### config.mk
export PLATFORM = sky130hd
export DESIGN_NAME = debug_axi_master
export DESIGN_NICKNAME = d
export VERILOG_FILES = /design/src/rtl/debug_axi_master.sv
export SDC_FILE = /design/constraint.sdc
export NUM_CORES = 1
export LEC_CHECK = 0
export CAP_MARGIN = 20
export CORE_MARGIN = 2
export CORE_UTILIZATION = 48
export DETAILED_ROUTE_END_ITERATION = 8
export GPL_TIMING_DRIVEN = 0
export PLACE_DENSITY = 0.73
export SLEW_MARGIN = 15
export SYNTH_ARGS = -nofsm -noshare
export SYNTH_HDL_FRONTEND = slang
export SYNTH_SLANG_ARGS = --single-unit
### constraint.sdc
create_clock -name CLK -period 3.95 [get_ports CLK]
set_input_delay 0.9875 -clock CLK [delete_from_list [all_inputs] [get_ports CLK]]
set_output_delay 0.9875 -clock CLK [all_outputs]
set_load 0.05 [all_outputs]
### src/rtl/debug_axi_master.sv
// Single-outstanding AXI4 master with a request FIFO; one 32-bit beat per transaction.
// Optional transaction timeout: define DEBUG_AXI_MASTER_TIMEOUT_EN.
module debug_axi_master #(
  parameter int unsigned FIFO_DEPTH  = 4,
  parameter int unsigned TIMEOUT_CYC = 1024
) (
  input  logic        CLK,
  input  logic        RST,
  input  logic        req_valid,
  output logic        req_ready,
  input  logic        req_we,
  input  logic [31:0] req_addr,
  input  logic [31:0] req_wdata,
  input  logic [3:0]  req_wstrb,
  output logic        rsp_valid,
  output logic        rsp_rd,
  output logic [31:0] rsp_rdata,
  output logic        rsp_err,
  output logic        busy,
  output logic        err_flag,
  output logic [3:0]  M_AWID,
  output logic [31:0] M_AWADDR,
  output logic        M_AWVALID,
  input  logic        M_AWREADY,
  output logic [31:0] M_WDATA,
  output logic [3:0]  M_WSTRB,
  output logic        M_WVALID,
  input  logic        M_WREADY,
  input  logic [3:0]  M_BID,
  input  logic [1:0]  M_BRESP,
  input  logic        M_BVALID,
  output logic        M_BREADY,
  output logic [3:0]  M_ARID,
  output logic [31:0] M_ARADDR,
  output logic        M_ARVALID,
  input  logic        M_ARREADY,
  input  logic [3:0]  M_RID,
  input  logic [31:0] M_RDATA,
  input  logic [1:0]  M_RRESP,
  input  logic        M_RVALID,
  output logic        M_RREADY
);

  localparam int unsigned PTR_W = $clog2(FIFO_DEPTH);
  localparam int unsigned CNT_W = PTR_W + 1;

  if (FIFO_DEPTH < 2 || (FIFO_DEPTH & (FIFO_DEPTH - 1)) != 0 || TIMEOUT_CYC < 2) begin : g_param_err
    $error("debug_axi_master: FIFO_DEPTH must be a power of 2 >= 2, TIMEOUT_CYC >= 2");
  end

  typedef struct packed {
    logic        we;
    logic [31:0] addr;
    logic [31:0] wdata;
    logic [3:0]  wstrb;
  } req_t;

  typedef enum logic [2:0] {
    IDLE  = 3'd0,
    WADDR = 3'd1,
    WRESP = 3'd2,
    RADDR = 3'd3,
    RDATA = 3'd4
  } state_t;

  state_t           state;
  req_t             mem [FIFO_DEPTH];
  req_t             head;
  logic [PTR_W-1:0] wr_ptr, rd_ptr;
  logic [CNT_W-1:0] count;
  logic [3:0]       id_cnt;
  logic             aw_done, w_done;
  logic             full, empty, push, pop;
  logic             aw_fin, w_fin, b_hs, r_hs, b_err, r_err;

  assign full      = (count == CNT_W'(FIFO_DEPTH));
  assign empty     = (count == '0);
  assign push      = req_valid & ~full;
  assign pop       = (state == IDLE) & ~empty;
  assign head      = mem[rd_ptr];
  assign req_ready = ~full;
  assign busy      = (state != IDLE) | ~empty;

  assign aw_fin = aw_done | (M_AWVALID & M_AWREADY);
  assign w_fin  = w_done  | (M_WVALID  & M_WREADY);
  assign b_hs   = (state == WRESP) & M_BVALID;
  assign r_hs   = (state == RDATA) & M_RVALID;
  assign b_err  = (M_BRESP != 2'b00) | (M_BID != M_AWID);
  assign r_err  = (M_RRESP != 2'b00) | (M_RID != M_ARID);

  // FIFO storage needs no reset; validity is tracked by count.
  always_ff @(posedge CLK) begin
    if (push) begin
      mem[wr_ptr] <= '{we: req_we, addr: req_addr, wdata: req_wdata, wstrb: req_wstrb};
    end
  end

  always_ff @(posedge CLK) begin
    if (RST) begin
      wr_ptr <= '0;
      rd_ptr <= '0;
      count  <= '0;
    end else begin
      if (push) wr_ptr <= wr_ptr + PTR_W'(1);
      if (pop)  rd_ptr <= rd_ptr + PTR_W'(1);
      count <= count + CNT_W'(push) - CNT_W'(pop);
    end
  end

`ifdef DEBUG_AXI_MASTER_TIMEOUT_EN
  localparam int unsigned TMO_W = $clog2(TIMEOUT_CYC + 1);
  logic [TMO_W-1:0] tmo_cnt;
`endif

  // Transaction sequencer; every AXI and response output is a flop here.
  always_ff @(posedge CLK) begin
    if (RST) begin
      state     <= IDLE;
      id_cnt    <= '0;
      aw_done   <= 1'b0;
      w_done    <= 1'b0;
      rsp_valid <= 1'b0;
      rsp_rd    <= 1'b0;
      rsp_rdata <= '0;
      rsp_err   <= 1'b0;
      err_flag  <= 1'b0;
      M_AWID    <= '0;
      M_AWADDR  <= '0;
      M_AWVALID <= 1'b0;
      M_WDATA   <= '0;
      M_WSTRB   <= '0;
      M_WVALID  <= 1'b0;
      M_BREADY  <= 1'b0;
      M_ARID    <= '0;
      M_ARADDR  <= '0;
      M_ARVALID <= 1'b0;
      M_RREADY  <= 1'b0;
`ifdef DEBUG_AXI_MASTER_TIMEOUT_EN
      tmo_cnt   <= '0;
`endif
    end else begin
      rsp_valid <= 1'b0;
      case (state)
        IDLE: begin
          if (!empty) begin
            id_cnt <= id_cnt + 4'd1;
            if (head.we) begin
              M_AWID   <= id_cnt;
              M_AWADDR <= head.addr;
              M_WDATA  <= head.wdata;
              M_WSTRB  <= head.wstrb;
              aw_done  <= 1'b0;
              w_done   <= 1'b0;
              state    <= WADDR;
            end else begin
              M_ARID   <= id_cnt;
              M_ARADDR <= head.addr;
              state    <= RADDR;
            end
          end
        end
        WADDR: begin
          // AW and W rise together on the first cycle, then retire independently.
          if (M_AWVALID && M_AWREADY) begin
            M_AWVALID <= 1'b0;
            aw_done   <= 1'b1;
          end else if (!aw_done) begin
            M_AWVALID <= 1'b1;
          end
          if (M_WVALID && M_WREADY) begin
            M_WVALID <= 1'b0;
            w_done   <= 1'b1;
          end else if (!w_done) begin
            M_WVALID <= 1'b1;
          end
          if (aw_fin && w_fin) begin
            M_BREADY <= 1'b1;
            state    <= WRESP;
          end
        end
        WRESP: begin
          if (b_hs) begin
            M_BREADY  <= 1'b0;
            rsp_valid <= 1'b1;
            rsp_rd    <= 1'b0;
            rsp_rdata <= '0;
            rsp_err   <= b_err;
            err_flag  <= err_flag | b_err;
            state     <= IDLE;
          end
        end
        RADDR: begin
          if (M_ARVALID && M_ARREADY) begin
            M_ARVALID <= 1'b0;
            M_RREADY  <= 1'b1;
            state     <= RDATA;
          end else begin
            M_ARVALID <= 1'b1;
          end
        end
        RDATA: begin
          if (r_hs) begin
            M_RREADY  <= 1'b0;
            rsp_valid <= 1'b1;
            rsp_rd    <= 1'b1;
            rsp_rdata <= M_RDATA;
            rsp_err   <= r_err;
            err_flag  <= err_flag | r_err;
            state     <= IDLE;
          end
        end
        default: state <= IDLE;
      endcase
`ifdef DEBUG_AXI_MASTER_TIMEOUT_EN
      // Abort a stuck transaction; overrides the case above in the same cycle.
      if (state == IDLE) tmo_cnt <= '0;
      else               tmo_cnt <= tmo_cnt + TMO_W'(1);
      if (state != IDLE && tmo_cnt == TMO_W'(TIMEOUT_CYC - 1) && !b_hs && !r_hs) begin
        M_AWVALID <= 1'b0;
        M_WVALID  <= 1'b0;
        M_BREADY  <= 1'b0;
        M_ARVALID <= 1'b0;
        M_RREADY  <= 1'b0;
        rsp_valid <= 1'b1;
        rsp_rd    <= (state == RADDR) || (state == RDATA);
        rsp_rdata <= '0;
        rsp_err   <= 1'b1;
        err_flag  <= 1'b1;
        state     <= IDLE;
      end
`endif
    end
  end

endmodule

Word level (Yosys, flattened, before mapping)
Memory sizes are Yosys's and may differ from the RTL's. A register that Yosys moved wholly into a read port is not among the register bits.
Index checks and enable logic that the tools add are counted.
{"block": "op_classes", "addsub": 5, "n_eq_ne": 17, "mux": 42, "bitwise_logic": 16, "reduce_logical": 24}
{"cell": "32-bit 2-to-1 mux", "n": 2}
{"cell": "32-bit case mux with 2 select lines", "n": 1}
{"cell": "1-bit 2-to-1 mux", "n": 22}
{"cell": "2-bit != test (second input constant)", "n": 8}
{"cell": "1-bit case mux with 2 select lines", "n": 8}
{"cell": "3-bit 2-to-1 mux", "n": 5}
{"cell": "3-bit case mux with 5 select lines", "n": 1}
{"cell": "3-bit AND reduction", "n": 5}
{"cell": "2-bit nonzero test", "n": 6}
{"cell": "4-bit != test", "n": 2}
{"cell": "4-bit AND reduction", "n": 2}
{"cell": "1-bit OR", "n": 7}
{"cell": "1-bit AND", "n": 6}
{"cell": "3-bit by 2-bit == test with 1-bit output (second input constant)", "n": 2}
{"cell": "3-bit == test (second input constant)", "n": 2}
{"cell": "3-bit logical NOT", "n": 2}
{"cell": "2-bit 2-to-1 mux", "n": 3}
{"cell": "2-bit AND reduction", "n": 3}
{"cell": "5-bit AND reduction", "n": 1}
{"cell": "2-bit by 1-bit adder with 2-bit output (second input constant)", "n": 2}
{"cell": "4-bit by 1-bit adder with 4-bit output (second input constant)", "n": 1}
{"cell": "1-bit logical AND", "n": 4}
{"cell": "2-bit by 1-bit != test with 1-bit output (second input constant)", "n": 2}
{"cell": "3-bit by 1-bit adder with 3-bit output", "n": 1}
{"cell": "other kinds (4)", "n": 6}
{"block": "word_totals", "ff_bits": 165, "mem_bits_rw": 276, "inputBits": 121, "wordCells": 128, "mem_count": 1}
{"memory": "mem", "words": 4, "width": 69, "read_ports": 1, "rd_ports_with_merged_regs": 1, "write_ports": 1, "line_no": "67", "source": "req_t mem [FIFO_DEPTH];"}

Depth between registers and ports, before layout
Gate-level depths: netlist of the first run.
{"block": "depth", "depth_word": 5, "ltp_mapped": 10, "depth_no_buf": 10}

Worst setup path before layout of the first run
OpenSTA, ideal clock, no wires.
{"block": "synth_timing", "path_kind": "input to register", "start": "in req_valid", "end": "mem mem[1][0] in the netlist's numbering, enable pin", "t_arrival_ps": 2655, "required_time_ps": 3515, "slack_ps": 860, "cell_stages": 1, "path_cell_list": "and3_1"}
{"block": "synth_via", "elab_chain_cells": 3}
{"item": "start, declared", "line_no": "9", "source": "input logic req_valid,"}
{"item": "1-bit AND", "line_no": "78", "source": "assign push = req_valid & ~full;"}
{"item": "1-bit 2-to-1 mux", "line_no": "93", "source": "if (push) begin"}
{"item": "1-bit 2-to-1 mux (not written as such)", "line_no": "94", "source": "mem[wr_ptr] <= '{we: req_we, addr: req_addr, wdata: req_wdata, wstrb: req_wstrb};"}
{"item": "end, declared", "line_no": "67"}
Every way passes these cells.

Worst setup path after layout of the first run
{"block": "layout_timing", "start": "reg count[1]", "end": "out busy"}
{"block": "layout_via", "elab_chain_cells": 3}
{"item": "start, declared", "line_no": "70", "source": "logic [CNT_W-1:0] count;"}
{"item": "start signal, assigned", "line_no": "106", "source": "count <= count + CNT_W'(push) - CNT_W'(pop);"}
{"item": "3-bit logical NOT", "line_no": "77", "source": "assign empty = (count == '0);"}
{"item": "1-bit NOT (no line)"}
{"item": "1-bit OR", "line_no": "82", "source": "assign busy = (state != IDLE) | ~empty;"}
{"item": "end, declared", "line_no": "19", "source": "output logic busy,"}
Every way passes these cells.

==> key figures, run 1 <==
Global route
  • Vias in the first global route: 10366
  • Number of antenna violations at the first check in global routing: 5
  • Wire length of the first global-routing pass: 58800 um
  • Pin count of the biggest net entering global routing: 46
  • Total congestion overflow: 0
  • Global-route usage over all layers: 21.8%

Synthesis
  • Sequential share of the synthesized area: 72.6%
  • Async set-or-reset flop fraction in the synthesized netlist: 0%
  • Synthesized cell area: 16000 sq um
  • Most used DFF post-synth: sky130_fd_sc_hd__edfxtp_1
  • Net count after synthesis: 1222
  • #FFs+latches synth: 443
  • Distinct cell type count of the synthesized netlist: 38
  • Gate count after technology mapping: 1093
  • Number of flops mapped to enable cells by yosys: 276
  • Mean area per synthesized cell: 14.7 sq um
  • Synthesis Warnings: 0

Clocking
  • Buffer depth of the longest clock path: 3
  • Inserted Clock Buffers: 44
  • Clock insertion delay at the later pin of the skew report: 0.55 ns
  • CTS tree: built
  • Clock tree sinks: 443
  • Number of levels the H-tree was split into: 2
  • Hold-fix buffers, CTS: 0
  • Clock-pin slew on the worst setup and hold paths: 0.06 ns
  • CTS root buffer: sky130_fd_sc_hd__clkbuf_16
  • Setup repair bufs after CTS: 0
  • Total of cells resized after clock tree synthesis: 0

Timing
  • Fmax: 281 MHz
  • Unrepaired setup endpoints after global routing: false
  • Endpoints failing setup: 0
  • Total Neg Setup Slack: 0 ns
  • Max-slew violation count: 0
  • Post-Route Hold Slack: 0.455 ns
  • Setup Skew: 0.0201 ns
  • Max-slew headroom at the worst pin: 35.9%
  • Final setup margin: 0.395 ns
  • Slew at the pin with the worst max-slew slack: 0.954 ns
  • Post-route clock period utilization: 90.0%
  • Minimum clock period after layout: 3.56 ns
  • Number of failing hold endpoints at the final stage: 0

Finish
  • Total non-filler cell area in the finished layout: 20800 sq um
  • Total number of nets in the final design: 1542
  • Most common cell after layout, fill and taps aside: sky130_fd_sc_hd__edfxtp_1
  • Post-synthesis to final-layout area growth: 29.8%
  • Cell Count, Final, Fillers Out: 1892
  • Highest-count cells in the layout ignoring fill and taps: sky130_fd_sc_hd__edfxtp_1 (276), sky130_fd_sc_hd__clkdlybuf4s50_1 (270), sky130_fd_sc_hd__nand2_1 (223), sky130_fd_sc_hd__dfxtp_1 (167), sky130_fd_sc_hd__a21oi_1 (118)
  • Final cell utilization of the core: 63.6%
  • Fraction of final layout cells sized beyond drive strength 1: 12.2%

Worst setup path
  • Top cell family by delay on the critical path: simple AND/OR/NAND/NOR gates
  • Instance count on the critical path: 3
  • CP Buf/Inv Count: 1
  • Master of the slowest instance on the critical path: sky130_fd_sc_hd__nor3_1
  • Worst setup EP type: output port
  • Worst endpoint required time: 2.96 ns
  • Critical path cell sequence: nor3_1, nand2_1, clkdlybuf4s50_1
  • Worst endpoint data arrival time: 2.57 ns
  • Cells on worst reg2reg path: 9
  • Kind of launch point of the worst setup path: register
  • Setup CP Type: reg2out
  • Max FO, Critical Path: 7
  • Maximum cell stage delay along the critical path: 0.79 ns

Floorplanning
  • Die extent in x: 187 um
  • Core footprint: 32700 sq um
  • Placement row count: 66
  • Top Ports: 272
  • Starting density of the core: 49.0%
  • Die Height: 187 um
  • DIE AREA: 34900 sq um

Flow run
  • Total of max-cap violations: 0

Place
  • HPWL Detailed: 26000 um
  • Placed Instance Area: 19400 sq um
  • Post-place setup slack: 0.753 ns
  • Placed Cells incl. Taps: 1809
  • Number of input and output port buffers inserted: 270
  • Routability congestion estimate from global placement: 0.897

Detailed routing
  • TritonRoute pass-1 iters: 5
  • DRC errors left: 0
  • Routed WL per cell: 20.2 um
  • Total number of vias: 10124
  • Antenna viol nets, final: 0
  • Final WL: 38200 um
  • Drt initial violations: 695
  • Ratio of routed vias to standard cells: 5.35

Power and ir drop
  • Cell Pwr Density: 700 nW/um^2
  • Power after layout: 14.6 mW
  • Worst ir drop on vdd: 489 uV
  • Leakage dissipation: 6.90 nW

Hold path
  • Number of cells on the worst hold path: 2
  • Class of the tightest hold or removal check: reg2reg

Status
  • Result of the run: completed
worst register-to-register path, stage by stage (launching register included):
cell and delay (ns):
sky130_fd_sc_hd__dfxtp_1 0.35, sky130_fd_sc_hd__nor3_1 0.79, sky130_fd_sc_hd__nor2_1 0.34, sky130_fd_sc_hd__ha_1 0.38
sky130_fd_sc_hd__inv_1 0.04, sky130_fd_sc_hd__ha_1 0.19, sky130_fd_sc_hd__fa_1 0.38, sky130_fd_sc_hd__xnor2_1 0.18
sky130_fd_sc_hd__xnor2_1 0.13, sky130_fd_sc_hd__nor2_1 0.05
report_power, final:
part / internal [mW] / leakage, nW / switching (mW)
Combinational: 1.66 / 2.34 / 2.98
Clock: 2.31 / 0.675 / 1.68
Sequential: 5.62 / 3.88 / 0.311
Yosys cell counts, drive strengths merged (2+ instances only):
master	instances	area, sq um
edfxtp	276	8290
nand2	223	837
dfxtp	167	3340
a21oi	118	591
mux4	69	1550
nor2	52	195
buf	36	205
a22oi	35	263
clkbuf	33	124
inv	10	37.5
xor2	10	87.6
ha	7	87.6
nor3	6	41.3
xnor2	6	52.6
and3	5	31.3
nand3	4	20.0
nor2b	4	25.0
a32oi	3	26.3
nand3b	3	22.5
nor4	3	18.8
o21ai	3	15.0
or3	3	18.8
and2	2	12.5
nand2b	2	12.5
nor3b	2	15.0
per-layer routing:
layer  up-vias  global-route usage [%]  wire length, um
li1       4649                       -                -
met4         4                    5.07              731
met5         -                       0               27
met3        59                    6.19             3160
met1      5036                    27.3            15200
met2       376                    37.6            19000
logic make-up after synthesis:
group                      count (synthesis)  share of synthesized area (%)
adders and majority gates                  8                          0.671
xor gates and xnor gates                  16                          0.874
muxes                                     70                           9.77
DFF                                      443                           72.6
AOI/OAI and AO/OA                        165                           5.89
and+or+nand+nor                          312                           7.94
buffers and inverters                     79                           2.29
registers in the layout, indices dropped and copies added (netlist names), 3 cells and up, named ones only:
register and count:
M_WSTRB 4, state 3, id_cnt 4, M_AWADDR 32, count 3, M_ARID 4
M_ARADDR 32, rsp_rdata 32, M_WDATA 32, mem 276, M_AWID 4
path summary, 6_finish.rpt:
check | from | to | slack, ns
min | M_AWADDR[30]$_SDFFE_PP0P_ | M_AWADDR[30]$_SDFFE_PP0P_ | 0.45
max reg2reg | count[1]$_SDFF_PP0_ | count[2]$_SDFF_PP0_ | 1.00
max | count[1]$_SDFF_PP0_ | busy | 0.39
min reg2reg | M_AWADDR[30]$_SDFFE_PP0P_ | M_AWADDR[30]$_SDFFE_PP0P_ | 0.45
area by class of cell:
class	instances	area (sq um)
diodes	2	5.00
plain buffers	69	329
clock buffers	67	1240
clock inverters	14	155
fillers	2472	11900
inverters	10	37.5
multi-input cells	571	4050
flip-flops and latches	443	11600
well taps	442	553
repair buffers	274	2810
Note: power is estimated with default switching activity, not from simulation.
==> inputs of run 2 (changes only) <==
==> constraint.sdc (replaced) <==
create_clock -name CLK -period 3.8 [get_ports CLK]
set_input_delay 0.95 -clock CLK [delete_from_list [all_inputs] [get_ports CLK]]
set_output_delay 0.95 -clock CLK [all_outputs]
set_load 0.05 [all_outputs]
==> results of run 2 <==
Same layout as run 1 (identical final DEF). Status: completed.
Main changes from that run: setup slack after placement 0.753 ns -> 0.640 ns; setup slack after layout 0.395 ns -> 0.282 ns; register-to-register setup slack 1.00 ns -> 0.85 ns; total power 14.6 mW -> 15.1 mW; worst IR drop on VDD 489 uV -> 508 uV
==> inputs of run 3 (changes only) <==
--- a/config.mk
+++ b/config.mk
@@ -6,11 +6,11 @@
 export NUM_CORES = 1
 export LEC_CHECK = 0
 export CAP_MARGIN = 20
-export CORE_MARGIN = 2
-export CORE_UTILIZATION = 48
+export CORE_MARGIN = 5
+export CORE_UTILIZATION = 40
+export CTS_BUF_LIST = sky130_fd_sc_hd__clkbuf_8 sky130_fd_sc_hd__clkbuf_16
 export DETAILED_ROUTE_END_ITERATION = 8
 export GPL_TIMING_DRIVEN = 0
-export PLACE_DENSITY = 0.73
 export SLEW_MARGIN = 15
 export SYNTH_ARGS = -nofsm -noshare
 export SYNTH_HDL_FRONTEND = slang
==> run 3 against run 2 <==
  * Worst setup slack improved by 0.0033 ns
  * Combinational power increased by 0.8%
  * Clock power increased by 5%
  * Cell count increased by 4.3%
==> key figures, run 3 (synthesis gave the netlist of run 1 again) <==
Status
  • Result of the run: completed

Finish
  • Number of flip-flops under the largest register name: 276 (unchanged)
  • Most common cell after layout, fill and taps aside: sky130_fd_sc_hd__edfxtp_1
  • Total non-filler cell area in the finished layout: 21000 sq um (+0.75%)
  • Total number of nets in the final design: 1543 (+0.065%)
  • Fraction of final layout cells sized beyond drive strength 1: 12.4% (+0.21 points)
  • Antenna diode instance count: 0 (-2)
  • Highest-count cells in the layout ignoring fill and taps: sky130_fd_sc_hd__edfxtp_1 (276), sky130_fd_sc_hd__clkdlybuf4s50_1 (270), sky130_fd_sc_hd__nand2_1 (223), sky130_fd_sc_hd__dfxtp_1 (167), sky130_fd_sc_hd__a21oi_1 (118)
  • Cell Count, Final, Fillers Out: 1973 (+4.3%)
  • Largest register by flop count: mem
  • Final cell utilization of the core: 52.8% (-11 points)
  • Post-synthesis to final-layout area growth: 30.8%

Power and ir drop
  • Internal power contribution: 10.1 mW
  • Power after layout: 15.4 mW
  • Clock network fraction of design power: 28.3% (+0.9 points)
  • Power share of the combinational group: 31.6% (-0.3 points)
  • Leakage dissipation: 7.00 nW (+1.4%)
  • Net Sw Power: 5.23 mW
  • Worst ir drop on vdd: 552 uV
  • Net switching fraction of the power: 34.0%
  • Share of total power in sequential cells: 40.1% (-0.6 points)
  • Cell Pwr Density: 733 nW/um^2

Worst setup path
  • Cells on worst reg2reg path: 9 (unchanged)
  • Max FO, Critical Path: 10 (+3)
  • Worst endpoint required time: 2.85 ns
  • Worst r2r src: count[1]$_SDFF_PP0_
  • Worst endpoint data arrival time: 2.56 ns (about the same)
  • Kind of launch point of the worst setup path: register
  • Setup CP Type: reg2out
  • Worst reg2reg path endpoint: count[2]$_SDFF_PP0_
  • Worst setup EP type: output port
  • Worst reg-to-reg setup slack: 0.90 ns

Floorplanning
  • Die extent in x: 210 um (+13%)
  • Starting density of the core: 40.3% (-8.7 points)
  • Die Height: 210 um (+13%)
  • Placement row count: 73 (+11%)
  • Core footprint: 39700 sq um (+21%)
  • DIE AREA: 44200 sq um (+27%)
  • Top Ports: 272 (unchanged)

Global route
  • Global-route usage over all layers: 18.3% (-3.5 points)
  • Number of antenna violations at the first check in global routing: 5 (unchanged)
  • Vias in the first global route: 10167 (-1.9%)
  • Total congestion overflow: 0 (unchanged)
  • Pin count of the biggest net entering global routing: 42 (-8.7%)
  • Wire length of the first global-routing pass: 61900 um (+5.3%)

Place
  • Placed Cells incl. Taps: 1892 (+4.6%)
  • Routability congestion estimate from global placement: 0.828 (-7.7%)
  • HPWL Detailed: 27800 um (+6.6%)
  • Number of input and output port buffers inserted: 270 (unchanged)
  • Post-place setup slack: 0.624 ns
  • Placed Instance Area: 19500 sq um (+0.38%)

Timing
  • Max-slew violation count: 0 (unchanged)
  • Setup Skew: 0.0147 ns (-0.00539 ns)
  • Max-slew headroom at the worst pin: 36.7% (+0.79 points)
  • Number of failing hold endpoints at the final stage: 0 (unchanged)
  • Final setup margin: 0.285 ns
  • Minimum clock period after layout: 3.51 ns
  • Slew at the pin with the worst max-slew slack: 0.950 ns (-0.00443 ns)
  • Unrepaired setup endpoints after global routing: false
  • Endpoints failing setup: 0 (unchanged)
  • Post-route clock period utilization: 92.5%
  • Fmax: 285 MHz

Clocking
  • Hold-fix buffers, CTS: 0 (unchanged)
  • Setup repair bufs after CTS: 0 (unchanged)
  • CTS root buffer: sky130_fd_sc_hd__clkbuf_16
  • Total of cells resized after clock tree synthesis: 0 (unchanged)
  • Clock-pin slew on the worst setup and hold paths: 0.06 ns (about the same)
  • Number of levels the H-tree was split into: 2 (unchanged)
  • Inserted Clock Buffers: 45 (+2.3%)
  • Buffer depth of the longest clock path: 3 (unchanged)
  • Clock tree sinks: 443 (unchanged)
  • CTS tree: built
  • Clock insertion delay at the later pin of the skew report: 0.57 ns (+0.02 ns)

Detailed routing
  • Ratio of routed vias to standard cells: 5.04 (-5.8%)
  • Final WL: 40900 um (+7.3%)
  • Routed WL per cell: 20.8 um (+2.9%)
  • Total number of vias: 9941 (-1.8%)
  • Drt initial violations: 552 (-21%)
  • DRC errors left: 0 (unchanged)
  • Antenna viol nets, final: 0 (unchanged)
  • TritonRoute pass-1 iters: 5 (unchanged)

Hold path
  • Class of the tightest hold or removal check: reg2reg
  • Hold Crit Endpoint: M_WDATA[4]$_SDFFE_PP0P_
  • Number of cells on the worst hold path: 2 (unchanged)
  • Launch instance of the worst min-delay path: M_WDATA[4]$_SDFFE_PP0P_

Flow run
  • Total of max-cap violations: 0 (unchanged)
[run 3: worst max-delay path by stage]
stage / depth (start not counted) / endpoint / slack [ns] / from
6_report: 4 / busy / 0.29 / state[2]$_SDFFE_PP0P_
5_1_grt: 3 / busy / 0.08 / count[1]$_SDFF_PP0_
4_1_cts: 3 / busy / 0.22 / count[1]$_SDFF_PP0_
3_5_place_dp: 10 / count[2]$_SDFF_PP0_ / 0.62 / req_valid
3_3_place_gp: 2 / mem[0][13]$_DFFE_PP_ / -1.38 / req_valid
2_1_floorplan: 1 / mem[1][0]$_DFFE_PP_ / 0.75 / req_valid
[run 3: worst max-delay path, stage by stage (launching register included)]
cell	delay, ns
sky130_fd_sc_hd__dfxtp_1	0.30
sky130_fd_sc_hd__clkbuf_1	0.19
sky130_fd_sc_hd__nor3_1	0.63
sky130_fd_sc_hd__nand2_1	0.12
sky130_fd_sc_hd__clkdlybuf4s50_1	0.77
[run 3: stage by stage]
step | hold WS, ns | TNS, ns
after CTS | 0.454 | 0
after global routing | 0.473 | 0
after detailed placement | 0.446 | 0
final | 0.454 | 0
after floorplan | 0.458 | 0
after global placement | 0.444 | -367.04
[run 3: final cells by class]
cell class,count,area [sq um]
buffer,69,329
clock buffer,57,1330
clock inverter,24,155
fill,3381,18800
inverter,10,37.5
multi-input combinational,571,4050
sequential,443,11600
tap,525,657
timing repair buffer,274,2780
[run 3: routing by layer]
layer	GRT usage, %	wire length, um
met4	5.38	891
met1	23.4	17000
met3	5.10	3090
met5	0	67
met2	30.8	19900
[run 3: power groups by stage]
| stage | logic [mW] | registers [mW] | clock network (mW) |
|---|---|---|---|
| after floorplan | 2.04 | 7.38 | 0 |
| after global placement | 4.87 | 6.28 | 0 |
| after detailed placement | 4.94 | 6.26 | 0 |
| after CTS | 4.96 | 6.16 | 4.47 |
| after global routing | 5.25 | 6.22 | 4.66 |
| final | 4.86 | 6.15 | 4.35 |
